## src/rtl/oldland_bus_pkg.sv

```systemverilog
`default_nettype none
// ============================================================================
// oldland_bus_pkg : arbiter state encodings and default parameters
// Revision 1.0
// ============================================================================
package oldland_bus_pkg;

    typedef enum logic [1:0] {
        ARB_IDLE   = 2'd0,
        ARB_I_BUSY = 2'd1,
        ARB_D_BUSY = 2'd2
    } arb_state_t;

    localparam int DEFAULT_TIMEOUT_CYCLES = 64;
    localparam int DEFAULT_MAX_D_GRANTS   = 4;

    localparam logic [3:0] FETCH_BYTESEL = 4'hf;

endpackage
`default_nettype wire

```

## src/rtl/oldland_bus_timeout.sv

```systemverilog
`default_nettype none
// ============================================================================
// oldland_bus_timeout : per-transaction hang detector (load / count / expire)
// Revision 1.0
// ============================================================================
module oldland_bus_timeout
    import oldland_bus_pkg::*;
#(
    parameter int TIMEOUT_CYCLES = DEFAULT_TIMEOUT_CYCLES
) (
    input  logic clk,
    input  logic rst_n,
    input  logic load,
    input  logic enable,
    output logic expire
);

    localparam int CNT_W = $clog2(TIMEOUT_CYCLES);

    logic [CNT_W-1:0] count;

    always_ff @(posedge clk) begin
        if (!rst_n) begin
            count <= '0;
        end else if (load) begin
            count <= '0;
        end else if (enable) begin
            count <= count + CNT_W'(1);
        end
    end

    // Count holds busy-cycle index minus one, so expiry lands on busy cycle TIMEOUT_CYCLES.
    assign expire = enable && (count == CNT_W'(TIMEOUT_CYCLES - 1));

endmodule
`default_nettype wire

```

## src/rtl/oldland_bus_arbiter.sv

```systemverilog
`default_nettype none
// ============================================================================
// oldland_bus_arbiter : fetch / load-store sharing of one memory bus master
// Revision 1.0
// ============================================================================
module oldland_bus_arbiter
    import oldland_bus_pkg::*;
#(
    parameter int TIMEOUT_CYCLES = DEFAULT_TIMEOUT_CYCLES,
    parameter int MAX_D_GRANTS   = DEFAULT_MAX_D_GRANTS
) (
    input  logic        clk,
    input  logic        rst_n,
    input  logic        i_access,
    input  logic [29:0] i_addr,
    output logic        i_ack,
    output logic        i_error,
    output logic [31:0] i_data,
    input  logic        d_access,
    input  logic [29:0] d_addr,
    input  logic        d_wr_en,
    input  logic [31:0] d_wr_val,
    input  logic [3:0]  d_bytesel,
    output logic        d_ack,
    output logic        d_error,
    output logic [31:0] d_data,
    output logic        m_access,
    output logic [29:0] m_addr,
    output logic        m_wr_en,
    output logic [31:0] m_wr_val,
    output logic [3:0]  m_bytesel,
    input  logic        m_ack,
    input  logic        m_error,
    input  logic [31:0] m_data
);

    localparam int CTR_W = $clog2(MAX_D_GRANTS + 1);

    arb_state_t       state;
    arb_state_t       state_next;
    logic [CTR_W-1:0] d_grant_ctr;
    logic             grant_i;
    logic             grant_d;
    logic             busy;
    logic             expire;
    logic             bus_done;
    logic             resp_ack;
    logic             resp_err;
    logic             i_owner;
    logic             d_owner;

    assign busy     = (state != ARB_IDLE);
    assign bus_done = busy && (m_ack || m_error || expire);
    assign resp_err = m_error || (expire && !m_ack);
    assign resp_ack = m_ack && !m_error;

    // Ownership is masked by rst_n so a response during reset is never forwarded.
    assign i_owner = rst_n && (state == ARB_I_BUSY);
    assign d_owner = rst_n && (state == ARB_D_BUSY);

    oldland_bus_timeout #(
        .TIMEOUT_CYCLES(TIMEOUT_CYCLES)
    ) u_timeout (
        .clk   (clk),
        .rst_n (rst_n),
        .load  (grant_i || grant_d),
        .enable(busy),
        .expire(expire)
    );

    always_comb begin
        state_next = state;
        grant_i    = 1'b0;
        grant_d    = 1'b0;
        case (state)
            ARB_IDLE: begin
                if (d_access && !(i_access && (d_grant_ctr == CTR_W'(MAX_D_GRANTS)))) begin
                    grant_d    = 1'b1;
                    state_next = ARB_D_BUSY;
                end else if (i_access) begin
                    grant_i    = 1'b1;
                    state_next = ARB_I_BUSY;
                end
            end
            ARB_I_BUSY, ARB_D_BUSY: begin
                if (bus_done) begin
                    state_next = ARB_IDLE;
                end
            end
            default: state_next = ARB_IDLE;
        endcase
    end

    always_ff @(posedge clk) begin
        if (!rst_n) begin
            state       <= ARB_IDLE;
            d_grant_ctr <= '0;
            m_access    <= 1'b0;
            m_addr      <= '0;
            m_wr_en     <= 1'b0;
            m_wr_val    <= '0;
            m_bytesel   <= '0;
        end else begin
            state <= state_next;
            if (grant_d) begin
                m_access    <= 1'b1;
                m_addr      <= d_addr;
                m_wr_en     <= d_wr_en;
                m_wr_val    <= d_wr_val;
                m_bytesel   <= d_bytesel;
                d_grant_ctr <= i_access ? d_grant_ctr + CTR_W'(1) : '0;
            end else if (grant_i) begin
                m_access    <= 1'b1;
                m_addr      <= i_addr;
                m_wr_en     <= 1'b0;
                m_wr_val    <= '0;
                m_bytesel   <= FETCH_BYTESEL;
                d_grant_ctr <= '0;
            end else if (bus_done) begin
                m_access <= 1'b0;
            end
        end
    end

    assign i_ack   = i_owner && resp_ack;
    assign i_error = i_owner && resp_err;
    assign i_data  = i_owner ? m_data : '0;
    assign d_ack   = d_owner && resp_ack;
    assign d_error = d_owner && resp_err;
    assign d_data  = d_owner ? m_data : '0;

endmodule
`default_nettype wire

```

## config.mk

```make
export PLATFORM = sky130hd
export DESIGN_NAME = oldland_bus_arbiter
export DESIGN_NICKNAME = d
export VERILOG_FILES = /design/src/rtl/oldland_bus_pkg.sv /design/src/rtl/oldland_bus_timeout.sv /design/src/rtl/oldland_bus_arbiter.sv
export SDC_FILE = /design/constraint.sdc
export NUM_CORES = 1
export LEC_CHECK = 0
export CORE_AREA = 2 2 106 108
export CTS_CLUSTER_DIAMETER = 100
export DETAILED_ROUTE_END_ITERATION = 12
export DIE_AREA = 0 0 108 110
export PLACE_DENSITY_LB_ADDON = 0.25
export SLEW_MARGIN = 20
export SYNTH_ARGS = -nofsm -noshare
export SYNTH_HDL_FRONTEND = slang
export SYNTH_SLANG_ARGS = --single-unit
```

## constraint.sdc

```tcl
create_clock -name clk -period 4.2 [get_ports clk]
set_input_delay 0.42 -clock clk [delete_from_list [all_inputs] [get_ports clk]]
set_output_delay 0.42 -clock clk [all_outputs]
set_load 0.005 [all_outputs]
```

Word-level counts from Yosys, hierarchy flattened
Index checks and enable logic that the tools add are counted.

Register bits: 79. Output and inout bits: 136. Logic and storage cells: 68.

$add $sub $neg: 2. Eq/ne operators: 6. Multiplexer cells: 25. Bitwise gates (word level): 1. Reductions and logical operators: 26.

Operators with widths (count): $mux 32 (4); $mux 30 (2); $logic_and 1x1->1 (12); $mux 1 (10); $mux 3 (3); $mux 4 (2); $add 6x1->6 const B (1); $eq 6x6->1 const B (1); $mux 2 (3); $logic_or 1x1->1 (4); $pmux 2 s2 (1); $reduce_bool 2->1 (2); $reduce_or 2->1 (2); $add 3x1->3 const B (1); $eq 3x3->1 const B (1); $logic_not 1->1 (3); $ne 3x3->1 const B (1); $reduce_bool 3->1 (1); $eq 2x1->1 const B (1); $eq 2x2->1 const B (1); $logic_not 2->1 (1); $ne 2x2->1 const B (1); $reduce_and 2->1 (1); $not 1->1 (1).

Depth between registers and ports, before layout
Gate-level depths: netlist of run 1.

Word-level depth: 8. Gate-level depth with buffers: 8. Mapped depth without buffers: 6.

By module
Synthesis of run 1 repeated with hierarchy kept, for this count alone.

Cells, all modules: 447. Area total of the unflattened synthesis: 3827.4 µm².

By module, submodules not included: oldland_bus_arbiter (times used 1, cells an instance 420, area each 3574.7 µm²); oldland_bus_timeout (times used 1, cells an instance 27, area each 252.7 µm²).

Worst setup path before layout of run 1
OpenSTA, ideal clock, no wires.

Path type: register to output. Start: register state[0]. End: output port d_error. Data arrival time: 1.363 ns. Required time: 3.780 ns. Path slack: 2.417 ns. Stages on the path, launching flop included: 7. Path buffers: 0. Path through: dfxtp_1 inv_1 ha_1 and4b_1 nand3_1 o21ba_2 nor2_1.

Word-level cells in the longest chain between the ends: 5.

RTL lines: from (decl) (RTL line oldland_bus_arbiter.sv:39) `arb_state_t state;`; from (signal assigned) (RTL line oldland_bus_arbiter.sv:104) `state <= state_next;`; $reduce_bool 2->1 (RTL line oldland_bus_arbiter.sv:52) `assign busy = (state != ARB_IDLE);`; $logic_and 1x1->1 (RTL line oldland_bus_timeout.sv:33) `assign expire = enable && (count == CNT_W'(TIMEOUT_CYCLES - 1));`; $logic_and 1x1->1 (RTL line oldland_bus_arbiter.sv:54) `assign resp_err = m_error || (expire && !m_ack);`; $logic_or 1x1->1 (RTL line oldland_bus_arbiter.sv:54); $logic_and 1x1->1 * (RTL line oldland_bus_arbiter.sv:129) `assign d_error = d_owner && resp_err;`; to (decl) (RTL line oldland_bus_arbiter.sv:25) `output logic d_error,`.

Every way passes the cells marked *; elsewhere a longest branch is shown, timed or not.

Worst setup path in the final report of run 1
Same ends and word-level chain as after synthesis.

==> results of run 1 <==
[cells by family (layout without fill, tap and decap cells)]
logic type	count (synthesis)	in the layout	share of synthesized area
other	0	1	0
AND/OR/NAND/NOR	163	163	0.236
multiplexers	1	1	0.00283
AO/OA/AOI/OAI	110	110	0.216
adder cells (fa/ha/maj)	6	6	0.0213
XOR/XNOR	5	5	0.0124
flip-flops	79	79	0.448
buffers and inverters	45	295	0.0634
[per-layer routing]
layer	global-route usage	vias to the layer above	wire, um
met5	0	-	0
met4	0.107	0	355
met3	0.0606	20	1160
met2	0.364	169	6560
met1	0.221	1778	4770
li1	-	1950	-
[final timing paths]
check        cells after the start           end  slack (ps)         start
max                              7       d_error        1240      state[0]
min                              1  m_wr_val[28]         480  m_wr_val[28]
max reg2reg                      6     m_addr[5]        2180      state[0]
min reg2reg                      1  m_wr_val[28]         480  m_wr_val[28]
[report_power, final]
| part | switching, mW | total, mW | internal [mW] |
|---|---|---|---|
| Clock | 0.279 | 0.690 | 0.411 |
| Combinational | 0.556 | 1.29 | 0.730 |
| Sequential | 0.0967 | 1.04 | 0.943 |
[sequential cells by signal, indices dropped and copies added, names as in the netlist]
signal,count
state,2
u_timeout.count,6
m_access,1
m_bytesel,4
m_wr_val,32
d_grant_ctr,3
m_wr_en,1
m_addr,30
[critical path: cells and delay by family, from the launching register on]
kind / cells / cell delay (ps)
and+or+nand+nor: 3 / 600
buffers and inverters: 2 / 590
DFF: 1 / 370
adders and majority gates: 1 / 350
AOI/OAI and AO/OA: 1 / 280
[final cells by class]
cell class / count / area [um^2]
Inverter: 5 / 18.8
Fill cell: 952 / 4210
Antenna cell: 1 / 2.50
Timing Repair Buffer: 274 / 2740
Clock buffer: 11 / 141
Tap cell: 140 / 175
Clock inverter: 5 / 105
Sequential cell: 79 / 1580
Multi-Input combinational cell: 285 / 1730
[metrics by stage]
step / hold slack, ps / power, mW / utilization
6_report: 479 / 3.02 / 0.607
5_1_grt: 489 / 3.20 / 0.607
4_1_cts: 479 / 3.04 / 0.605
3_5_place_dp: 454 / 2.34 / 0.582
3_3_place_gp: 455 / 2.31 / 0.582
2_1_floorplan: 455 / 1.63 / -
[placed cells by master (no fill, tap or decap), types with 2 or more instances in the layout]
cell type	count
a22o_1	33
clkdlybuf4s50_1	269
inv_1	5
nand3_1	3
bufinv_16	3
nand2_1	70
xor2_1	2
buf_4	3
a31oi_1	30
a21oi_1	2
clkbuf_8	10
and3_1	65
ha_1	6
nor2_1	13
o221a_2	4
dfxtp_1	79
clkinvlp_4	2
xnor2_1	3
o21ai_0	33
==> impl_metrics.tcl, run 1 <==
set metrics [dict create \
    outcome "completed" \
    cts-hold-fix-buffers 0 \
    finish.instance_area_mm2 0.00649 \
    die_w_um 108 \
    htree_levels 3 \
    drtPass1Iterations 4 \
    wire_per_inst_um 16.1 \
    detailed_place_hpwl_um 9400 \
    ys_warn_count 0 \
    netlist_area_mm2 0.00353 \
    p_leak_nw 2.68 \
    drt_iter0_drc 347 \
    area_growth_syn_to_layout_pct 83.8 \
    synth-async-reset-ratio 0 \
    die_y_um 110 \
    p_per_area_mw_per_mm2 465 \
    nNetsFinal 795 \
    core_area_mm2 0.0107 \
    synth_cell_types 39 \
    antenna_found_initial 1 \
    min_period_over_period 0.705 \
    ys_dominant_reg_cell "dfxtp_1" \
    fin_tns_setup_ps 0 \
    synth_area_per_cell_um2 8.63 \
    skew_ps 4.08 \
    synth_edf_count 0 \
    yosys-top-cells-count "dfxtp_1, nand2_1, and3_1, a22o_1, o21ai_0" \
    port-buffer-count 270 \
    grt_use_total 0.205 \
    path_max_fanout 13 \
    synth_cells 409 \
    cts_resized 0 \
    fmax_mhz 338 \
    cts_setup_buffers 0 \
    cp_slowest_stage_delay_ps 500 \
    die-area_mm2 0.0119 \
    routed_wl_um 12900 \
    synthesis.nets 550 \
    num_vias 3917 \
    viasPerCell 4.90 \
    postPlaceCellArea_mm2 0.00622 \
    yosysSeqAreaShare 0.448 \
    cts_tree "done" \
    cts_sinks 79 \
    grt_max_degree 84 \
    hold_path_class "reg2reg" \
    fp-row-count 38 \
    io_pins 271 \
    pre_cts_ws_ps 1610 \
    dpl.cell_count 782 \
    fin_ws_ps 1240 \
    finalNonFillerCells 800 \
    finalHoldViolations 0 \
    worstMarginPinSlew_ps 1040 \
    drc 0 \
    routabilityCongestion 0.798 \
    arrival_ps 2540 \
    initial_utilization 0.330 \
    relSlewSlack 0.304 \
    finalSetupViolCount 0 \
    start_kind "flop" \
    crit_type "reg2out" \
    grt_pass1_vias 3809 \
    clockBufferDepth 2 \
    numCtsBuffers 9 \
    cts_root_buf "clkbuf_8" \
    finalCriticalPeriod_ps 2960 \
    ant_nets 0 \
    worst_setup_path_end_kind "output port" \
    synth.top_cell.area_share 0.448 \
    ys_ff_latch 79 \
    synth.most_common_cell "dfxtp_1" \
    worstPathRequired_ps 3780 \
    grt_first_pass_wirelength_um 19300 \
    synth.area.top_cells "dfxtp_1, and3_1, a22o_1" \
    overflow 0 \
    drv_slew 0 \
    drive_gt1_frac 0.0440 \
    rsz0062_at_grt "false" \
    irDropWorstVdd_uv 227 \
    clock_latency_ps 340 \
    yosysTopAreaCell "dfxtp_1" \
    drv_cap 0 \
    path_cells "inv_1 -> ha_1 -> and4b_1 -> nand3_1 -> o21ba_2 -> nor2_1 -> clkdlybuf4s50_1" \
    slowest_stage "clkdlybuf4s50_1" \
    clk_pin_slew_ps 80 \
]
No activity file was read; power rests on OpenSTA's default activity.
==> run 2: changes to the inputs <==
- CORE_AREA: 2 2 106 108 -> 2 2 105 107
- DIE_AREA: 0 0 108 110 -> 0 0 107 109
- clock period: 4.2 -> 2.9 ns (I/O delays scaled with it)
==> impl_metrics.tcl, run 2 (synthesis gave the netlist of run 1 again) <==
set metrics [dict create \
    io_pins 271 \
    die_y_um 109 \
    cts_setup_buffers 0 \
    top_register "m_wr_val" \
    cts_tree "done" \
    die-area_mm2 0.0117 \
    cts_root_buf "clkbuf_8" \
    path_cells "inv_1 -> ha_1 -> and4b_1 -> nand3_1 -> o21ba_2 -> nor2_1 -> clkdlybuf4s50_1" \
    core_area_mm2 0.0106 \
    drive_gt1_frac 0.0498 \
    nNetsFinal 800 \
    p_per_area_mw_per_mm2 649 \
    grt_first_pass_wirelength_um 18900 \
    p_leak_nw 2.68 \
    final_common_cell "clkdlybuf4s50_1" \
    finalCriticalPeriod_ps 2650 \
    outcome "completed" \
    clock_latency_ps 340 \
    die_w_um 107 \
    path_max_fanout 5 \
    area_growth_syn_to_layout_pct 83.6 \
    worst_setup_path_end_kind "output port" \
    relSlewSlack 0.485 \
    min_period_over_period 0.912 \
    num_vias 3969 \
    drv_slew 0 \
    power.total_mw 4.21 \
    drt_iter0_drc 215 \
    final_cell_mix "clkdlybuf4s50_1, dfxtp_1, nand2_1" \
    skew_ps 9.89 \
    detailed_place_hpwl_um 9440 \
    clockBufferDepth 2 \
    grt_max_degree 66 \
    numCtsBuffers 9 \
    cts-hold-fix-buffers 0 \
    worstMarginPinSlew_ps 771 \
    hold_path_class "in2reg" \
    clk_pin_slew_ps 80 \
    drtPass1Iterations 4 \
    cp_slowest_stage_delay_ps 560 \
    viasPerCell 4.93 \
    grt_pass1_vias 3762 \
    whs_ps 423 \
    fp-row-count 38 \
    cp_num_buf_inv 2 \
    port-buffer-count 270 \
    ant_nets 0 \
    htree_levels 3 \
    antenna_found_initial 2 \
    finalHoldViolations 0 \
    crit_type "reg2out" \
    arrival_ps 2360 \
    cts_sinks 79 \
    irDropWorstVdd_uv 363 \
    wire_per_inst_um 15.4 \
    drc 0 \
    largest_reg_flops 32 \
    routed_wl_um 12400 \
    drv_cap 0 \
    cp_top_family "buffers and inverters" \
    overflow 0 \
    initial_utilization 0.333 \
    fmax_mhz 378 \
    grt_use_total 0.205 \
    fin_tns_setup_ps 0 \
    cts_resized 0 \
    start_kind "flop" \
    rsz0062_at_grt "false" \
    slowest_stage "clkdlybuf4s50_1" \
    routabilityCongestion 0.826 \
    finalSetupViolCount 0 \
    worstPathRequired_ps 2610 \
    reg_top3 "m_wr_val x32, m_addr x30, u_timeout.count x6" \
]
run 2: worst min-delay path, stage by stage:
cell,delay [ps]
buf_2,250
o21ai_0,130
a31oi_1,50
run 2: layer usage:
| metal | wire (um) | vias to the layer above | part of all wire | GRT usage |
|---|---|---|---|---|
| met4 | 601 | 0 | 0.048 | 0.131 |
| li1 | - | 1967 | - | - |
| met1 | 4640 | 1784 | 0.37 | 0.223 |
| met3 | 994 | 38 | 0.080 | 0.0610 |
| met2 | 6200 | 180 | 0.50 | 0.350 |
| met5 | 0 | - | 0 | 0 |
run 2: layout make-up:
class                   instances  area, um^2
fillers                       911        4120
repair buffers                279        2780
multi-input cells             285        1730
flip-flops and latches         79        1580
well taps                     140         175
clock buffers                  12         155
clock inverters                 3        42.5
inverters                       5        18.8
diodes                          2        5.00
run 2: worst paths after layout:
path | from | to | slack (ps) | cells past startpoint
worst min-delay path | rst_n | m_addr[19] | 420 | 3
worst max-delay path | state[1] | d_error | 250 | 7
worst max register to register | d_grant_ctr[0] | m_bytesel[3] | 940 | 6
worst min register to register | m_wr_val[4] | m_wr_val[4] | 470 | 1
run 2: per-stage QoR:
step / util / setup WS (ps) / instances / cell area, um^2
after floorplan: - / 1250 / 409 / 3530
after global placement: 0.592 / 667 / 788 / 6280
after detailed placement: 0.592 / 612 / 788 / 6280
after CTS: 0.611 / 220 / 803 / 6480
after global routing: 0.611 / 68.3 / 805 / 6480
final: 0.611 / 255 / 805 / 6480
run 2: where the power goes:
part | total, mW | internal, mW | switching [mW]
combinational | 1.88 | 1.08 | 0.800
clock | 0.817 | 0.439 | 0.378
sequential | 1.51 | 1.37 | 0.146
total | 4.21 | 2.88 | 1.32
